--- config.mk ---
export PLATFORM = sky130hd
export DESIGN_NAME = audio_output
export DESIGN_NICKNAME = d
export VERILOG_FILES = /design/src/rtl/audio_output.sv
export SDC_FILE = /design/constraint.sdc
export NUM_CORES = 1
export LEC_CHECK = 0
export ABC_AREA = 1
export CAP_MARGIN = 20
export CORE_MARGIN = 10
export CORE_UTILIZATION = 40
export DETAILED_ROUTE_END_ITERATION = 16
export DONT_BUFFER_PORTS = 1
export PLACE_DENSITY = 0.65
export SYNTH_ARGS = -nofsm -noshare
export SYNTH_HDL_FRONTEND = slang
export SYNTH_SLANG_ARGS = --single-unit
--- constraint.sdc ---
create_clock -name clk -period 2.87 [get_ports clk]
set_input_delay 0.287 -clock clk [delete_from_list [all_inputs] [get_ports clk]]
set_output_delay 0.287 -clock clk [all_outputs]
set_load 0.05 [all_outputs]
--- src/rtl/audio_output.sv ---
// audio_output: playback-side PWM DAC driver.
// Takes signed samples from the effect chain, rounds and saturates them to the
// PWM resolution and converts them to offset binary. It holds one sample in
// reserve and swaps it in at each PWM frame boundary. A frame with no fresh
// sample repeats the previous duty cycle and reports an underrun.
`timescale 1ns/1ps

module audio_output #(
    parameter int bit_depth    = 10,
    parameter int target_depth = 16
) (
    input  logic                           clk,
    input  logic                           rst_n,
    input  logic signed [target_depth-1:0] i_sample,
    input  logic                           i_valid,
    output logic                           o_ready,
    output logic                           o_frame_start,
    output logic                           o_pwm,
    output logic                           o_underrun,
    output logic [15:0]                    o_underrun_cnt
);

    // Number of LSBs dropped when narrowing a sample to the PWM resolution.
    localparam int SHIFT = target_depth - bit_depth;

    // Last count of a frame; the boundary actions happen in this cycle.
    localparam logic [bit_depth-1:0] CNT_LAST = '1;

    // Midscale duty: the PWM equivalent of silence.
    localparam logic [bit_depth-1:0] MIDSCALE = bit_depth'(1 << (bit_depth - 1));

    // Half an output LSB. Adding it before truncation rounds to nearest.
    localparam logic signed [target_depth:0] ROUND_BIAS =
        (target_depth + 1)'(1 << (SHIFT - 1));

    // Largest positive code at the output resolution.
    localparam logic signed [bit_depth:0] POS_MAX =
        (bit_depth + 1)'((1 << (bit_depth - 1)) - 1);

    localparam logic [15:0] UCNT_MAX = 16'hFFFF;

    // Reject configurations the conversion datapath cannot represent.
    generate
        if (target_depth <= bit_depth) begin : g_bad_target_depth
            $error("audio_output: target_depth must be greater than bit_depth");
        end
        if (bit_depth < 2) begin : g_bad_bit_depth
            $error("audio_output: bit_depth must be at least 2");
        end
    endgenerate

    // ------------------------------------------------------------------
    // State
    // ------------------------------------------------------------------
    logic [bit_depth-1:0] cnt_q,          cnt_d;
    logic [bit_depth-1:0] duty_q,         duty_d;
    logic [bit_depth-1:0] hold_q,         hold_d;
    logic                 hold_full_q,    hold_full_d;
    logic                 pwm_q,          pwm_d;
    logic                 frame_start_q,  frame_start_d;
    logic                 underrun_q,     underrun_d;
    logic [15:0]          underrun_cnt_q, underrun_cnt_d;

    // ------------------------------------------------------------------
    // Conversion datapath
    // ------------------------------------------------------------------
    logic signed [target_depth:0] ext_s;
    logic signed [target_depth:0] biased_s;
    logic signed [bit_depth:0]    rounded_s;
    logic signed [bit_depth:0]    sat_s;
    logic [bit_depth-1:0]         conv_code;

    // The rounding step discards these bits by design.
    logic unused_bits;

    logic boundary;
    logic accept;

    // Round, saturate and offset-bin the incoming sample.
    always_comb begin
        // One extra bit of headroom, so the rounding bias cannot overflow.
        ext_s     = {i_sample[target_depth-1], i_sample};
        biased_s  = ext_s + ROUND_BIAS;
        // Taking bits [target_depth:SHIFT] of a signed value is the same as an
        // arithmetic right shift by SHIFT followed by truncation to bit_depth+1.
        rounded_s = biased_s[target_depth:SHIFT];
        // Only the top input codes round up past the positive limit. The most
        // negative input lands exactly on -2^(bit_depth-1), so no lower clamp.
        sat_s     = (rounded_s > POS_MAX) ? POS_MAX : rounded_s;
        // Inverting the sign bit turns two's complement into offset binary.
        conv_code = {~sat_s[bit_depth-1], sat_s[bit_depth-2:0]};
    end

    assign unused_bits = ^{biased_s[SHIFT-1:0], sat_s[bit_depth]};

    // ------------------------------------------------------------------
    // Control
    // ------------------------------------------------------------------
    assign boundary = (cnt_q == CNT_LAST);
    assign accept   = i_valid && !hold_full_q;
    assign o_ready  = !hold_full_q;

    // Next-state logic for the frame counter, the sample hold and the duty reload.
    always_comb begin
        // NOTE: every always_comb target gets a default before any branch;
        // a path that leaves one unassigned would infer a latch.
        cnt_d          = cnt_q + bit_depth'(1);
        duty_d         = duty_q;
        hold_d         = hold_q;
        hold_full_d    = hold_full_q;
        underrun_cnt_d = underrun_cnt_q;
        frame_start_d  = boundary;
        underrun_d     = boundary && !hold_full_q;
        pwm_d          = (cnt_q < duty_q);

        // The duty changes only at a frame boundary, so a frame's pulse is
        // never split between two samples.
        if (boundary) begin
            if (hold_full_q) begin
                duty_d      = hold_q;
                hold_full_d = 1'b0;
            end else if (underrun_cnt_q != UCNT_MAX) begin
                underrun_cnt_d = underrun_cnt_q + 16'd1;
            end
        end

        // An accept in the boundary cycle cannot share that cycle's reload.
        // The hold was empty when the frame ended, so the sample waits for the
        // next boundary. While the hold is full, o_ready is low and accept
        // cannot fire, so this branch never collides with the reload above.
        if (accept) begin
            hold_d      = conv_code;
            hold_full_d = 1'b1;
        end
    end

    // State registers. Reset clears everything at once, including any held sample.
    always_ff @(posedge clk or negedge rst_n) begin
        if (!rst_n) begin
            cnt_q          <= '0;
            duty_q         <= MIDSCALE;
            hold_q         <= '0;
            hold_full_q    <= 1'b0;
            pwm_q          <= 1'b0;
            frame_start_q  <= 1'b0;
            underrun_q     <= 1'b0;
            underrun_cnt_q <= '0;
        end else begin
            // NOTE: non-blocking assignments keep all registers updating from
            // the same pre-edge values, whatever the statement order.
            cnt_q          <= cnt_d;
            duty_q         <= duty_d;
            hold_q         <= hold_d;
            hold_full_q    <= hold_full_d;
            pwm_q          <= pwm_d;
            frame_start_q  <= frame_start_d;
            underrun_q     <= underrun_d;
            underrun_cnt_q <= underrun_cnt_d;
        end
    end

    // The PWM pin is driven straight from a flop, so there are no glitches on the RC filter.
    assign o_pwm          = pwm_q;
    assign o_frame_start  = frame_start_q;
    assign o_underrun     = underrun_q;
    assign o_underrun_cnt = underrun_cnt_q;

endmodule

==> impl_metrics.json <==
{
  "cts_tree": "yes",
  "total_power_mw": 1.39,
  "finalNetCount": 406,
  "grt_pass1_wl_mm": 10.0,
  "ctsResizeCount": 0,
  "clock_path_buffers": 2,
  "fmax_ghz": 0.493,
  "io_pins": 39,
  "status": "finished clean",
  "rsz0062_at_grt": "false",
  "cp-end-kind": "register",
  "pwr_density_cell_nw_per_um2": 442,
  "multiInputGateArea_sq_um": 1380,
  "cts_setup_buffers": 0,
  "cts.hold.buffers_added": 2,
  "finalHoldViolCount": 0,
  "grt_max_degree": 51,
  "htree_num_levels": 2,
  "cap_violations": 0,
  "setup_viol": 0,
  "cts_root_buf": "clkbuf_8",
  "gr-total-overflow": 0,
  "vdd_drop_max_uv": 219,
  "numCtsBuffers": 5,
  "holdPathStages": 3,
  "drt-total-wl_mm": 5.70,
  "max-slew-margin-rel_pct": 60.9,
  "drcViolationCount": 0,
  "vias": 2232,
  "wl_per_cell_microns": 12.1,
  "ys_warn_count": 0,
  "numPortBuffers": 0,
  "start_util_pct": 41.5,
  "regArea_sq_um": 1250,
  "drt_pass1_iterations": 4,
  "required_ns": 3.07,
  "syn-cell-area_sq_um": 2850,
  "core-area_sq_um": 6870,
  "antenna_left": 0,
  "critPathMaxFanout": 15,
  "tns_ns": 0,
  "layout_common_cells": "105 x nand2_1, 49 x dfrtp_1, 45 x nor2_1",
  "clock_sinks": 50,
  "syn_area_per_cell_sq_um": 7.87,
  "layout_commonest_cell": "nand2_1",
  "die_area_sq_um": 10900,
  "rows": 30,
  "areaGrowthSynthToFinish_pct": 10.5,
  "drive_above_1_share_pct": 9.04,
  "clock_skew_ns": 0.0120,
  "min_path_type": "input pin to register",
  "slew_violations": 0,
  "fin_crit_ns": 2.03,
  "yosysUniqueCellTypes": 29,
  "grt_pass1_vias": 2189,
  "via_per_inst": 4.73,
  "arrival_ns": 2.23,
  "fillerInstances": 681,
  "cp-start-kind": "register",
  "clk_latency_ns": 0.31,
  "worst_pin_slew_ns": 0.587,
  "yosysSeqAreaShare_pct": 43.9,
  "dp_hpwl_mm": 4.27,
  "gp_congestion": 0.846,
  "syn_inst": 362,
  "reg2regPathDepth": 6,
  "synthesis.nets": 393,
  "finalCritPeriodShare_pct": 70.6,
  "die_width_microns": 104,
  "ys_ff_latch": 50,
  "critPathKind": "register to register",
  "drt-initial-drc-count": 96,
  "clk_pin_slew_ns": 0.10,
  "antenna_cells": 0,
  "grt_use_total_pct": 10.8,
  "leakage_nw": 1.58,
  "grt_antenna_before_repair": 0,
  "die_y_microns": 104
}
## critical path: stages (launching register included)
cell     delay (ns)
dfrtp_1        0.50
inv_1          0.41
nand2_1        0.30
inv_1          0.40
nand3_1        0.12
nor2_1         0.12
nor2_1         0.04
## logic make-up (layout without fill, tap and decap cells)
logic type	count (synthesis)	after routing	synth area share [%]
xor gates and xnor gates	21	21	6.45
buffers and inverters	49	63	7.64
and+or+nand+nor	205	205	32.2
AOI/OAI and AO/OA	25	25	4.48
adders and majority gates	12	12	5.27
DFF	50	50	43.9
## registers in the layout, indices dropped and copies added (netlist names)
name and flops:
o_frame_start 1, o_underrun 1, hold_full_q 1, o_pwm 1, duty_q 10, hold_q 10
o_underrun_cnt 16, cnt_q 10
## final cells by class
class	count	share of cell area, %
repair buffers	12	3.58
flip-flops and latches	50	39.8
well taps	96	3.81
multi-input cells	263	43.8
clock inverters	3	1.55
clock buffers	5	2.19
inverters	43	5.28
## where the power goes
part | total (mW) | switching, mW | internal, mW
clock network | 0.511 | 0.246 | 0.266
registers | 0.780 | 0.0281 | 0.752
logic | 0.100 | 0.0633 | 0.0372
## through the flow
stage	hold WS, ns	instances	setup WS, ns	instance area [sq um]	utilization [%]
2_1_floorplan	-0.00859	362	1.01	2850	-
3_3_place_gp	-0.00700	462	0.871	2990	43.6
3_5_place_dp	-0.00723	462	0.848	2990	43.6
4_1_cts	0.174	472	0.818	3150	45.8
5_1_grt	0.226	472	0.629	3150	45.8
6_report	0.187	472	0.842	3150	45.8
## synthesized netlist by cell type
cell type    n  share of area (%)
nor2_4       2               0.79
dfstp_2      1               0.92
nand3_2      2               0.70
nand2_1    105                 14
ha_1        12                5.3
nor4_1       1               0.22
xor2_1      12                3.7
o21ai_1      1               0.18
xnor2_1      9                2.8
nor3_1       3               0.53
buf_2        2               0.35
buf_4        1               0.26
o211ai_1     1               0.26
a21oi_1     17                3.0
nor3_2       1               0.35
nand3_1     32                5.6
nand2_4      2               0.79
nand4_1      7                1.5
dfrtp_1     49                 43
nand3b_4     1               0.70
inv_1       41                5.4
buf_6        3                1.2
nor2_2       2               0.44
nor3_4       1               0.57
o21ai_0      6                1.1
nor2_1      45                5.9
nand2_2      1               0.22
inv_6        1               0.31
inv_2        1               0.13
## layer usage
metal | track usage (%) | up-vias | routed length, microns
li1 | - | 1161 | -
met1 | 13.2 | 1020 | 2660
met2 | 17.6 | 43 | 2600
met3 | 2.91 | 8 | 339
met4 | 4.08 | 0 | 96
met5 | 0 | - | 0
## final timing paths
path                               from            endpoint  slack [ns]
setup / recovery            hold_full_q           hold_q[7]        0.84
hold / removal             i_sample[15]           hold_q[9]        0.19
setup reg to reg            hold_full_q           hold_q[7]        0.84
hold reg to reg                cnt_q[0]            cnt_q[0]        0.47
max in group asynchronous         rst_n           duty_q[9]        2.11
min in group asynchronous         rst_n  o_underrun_cnt[10]        0.49
Power figures use the tool's default switching activity.
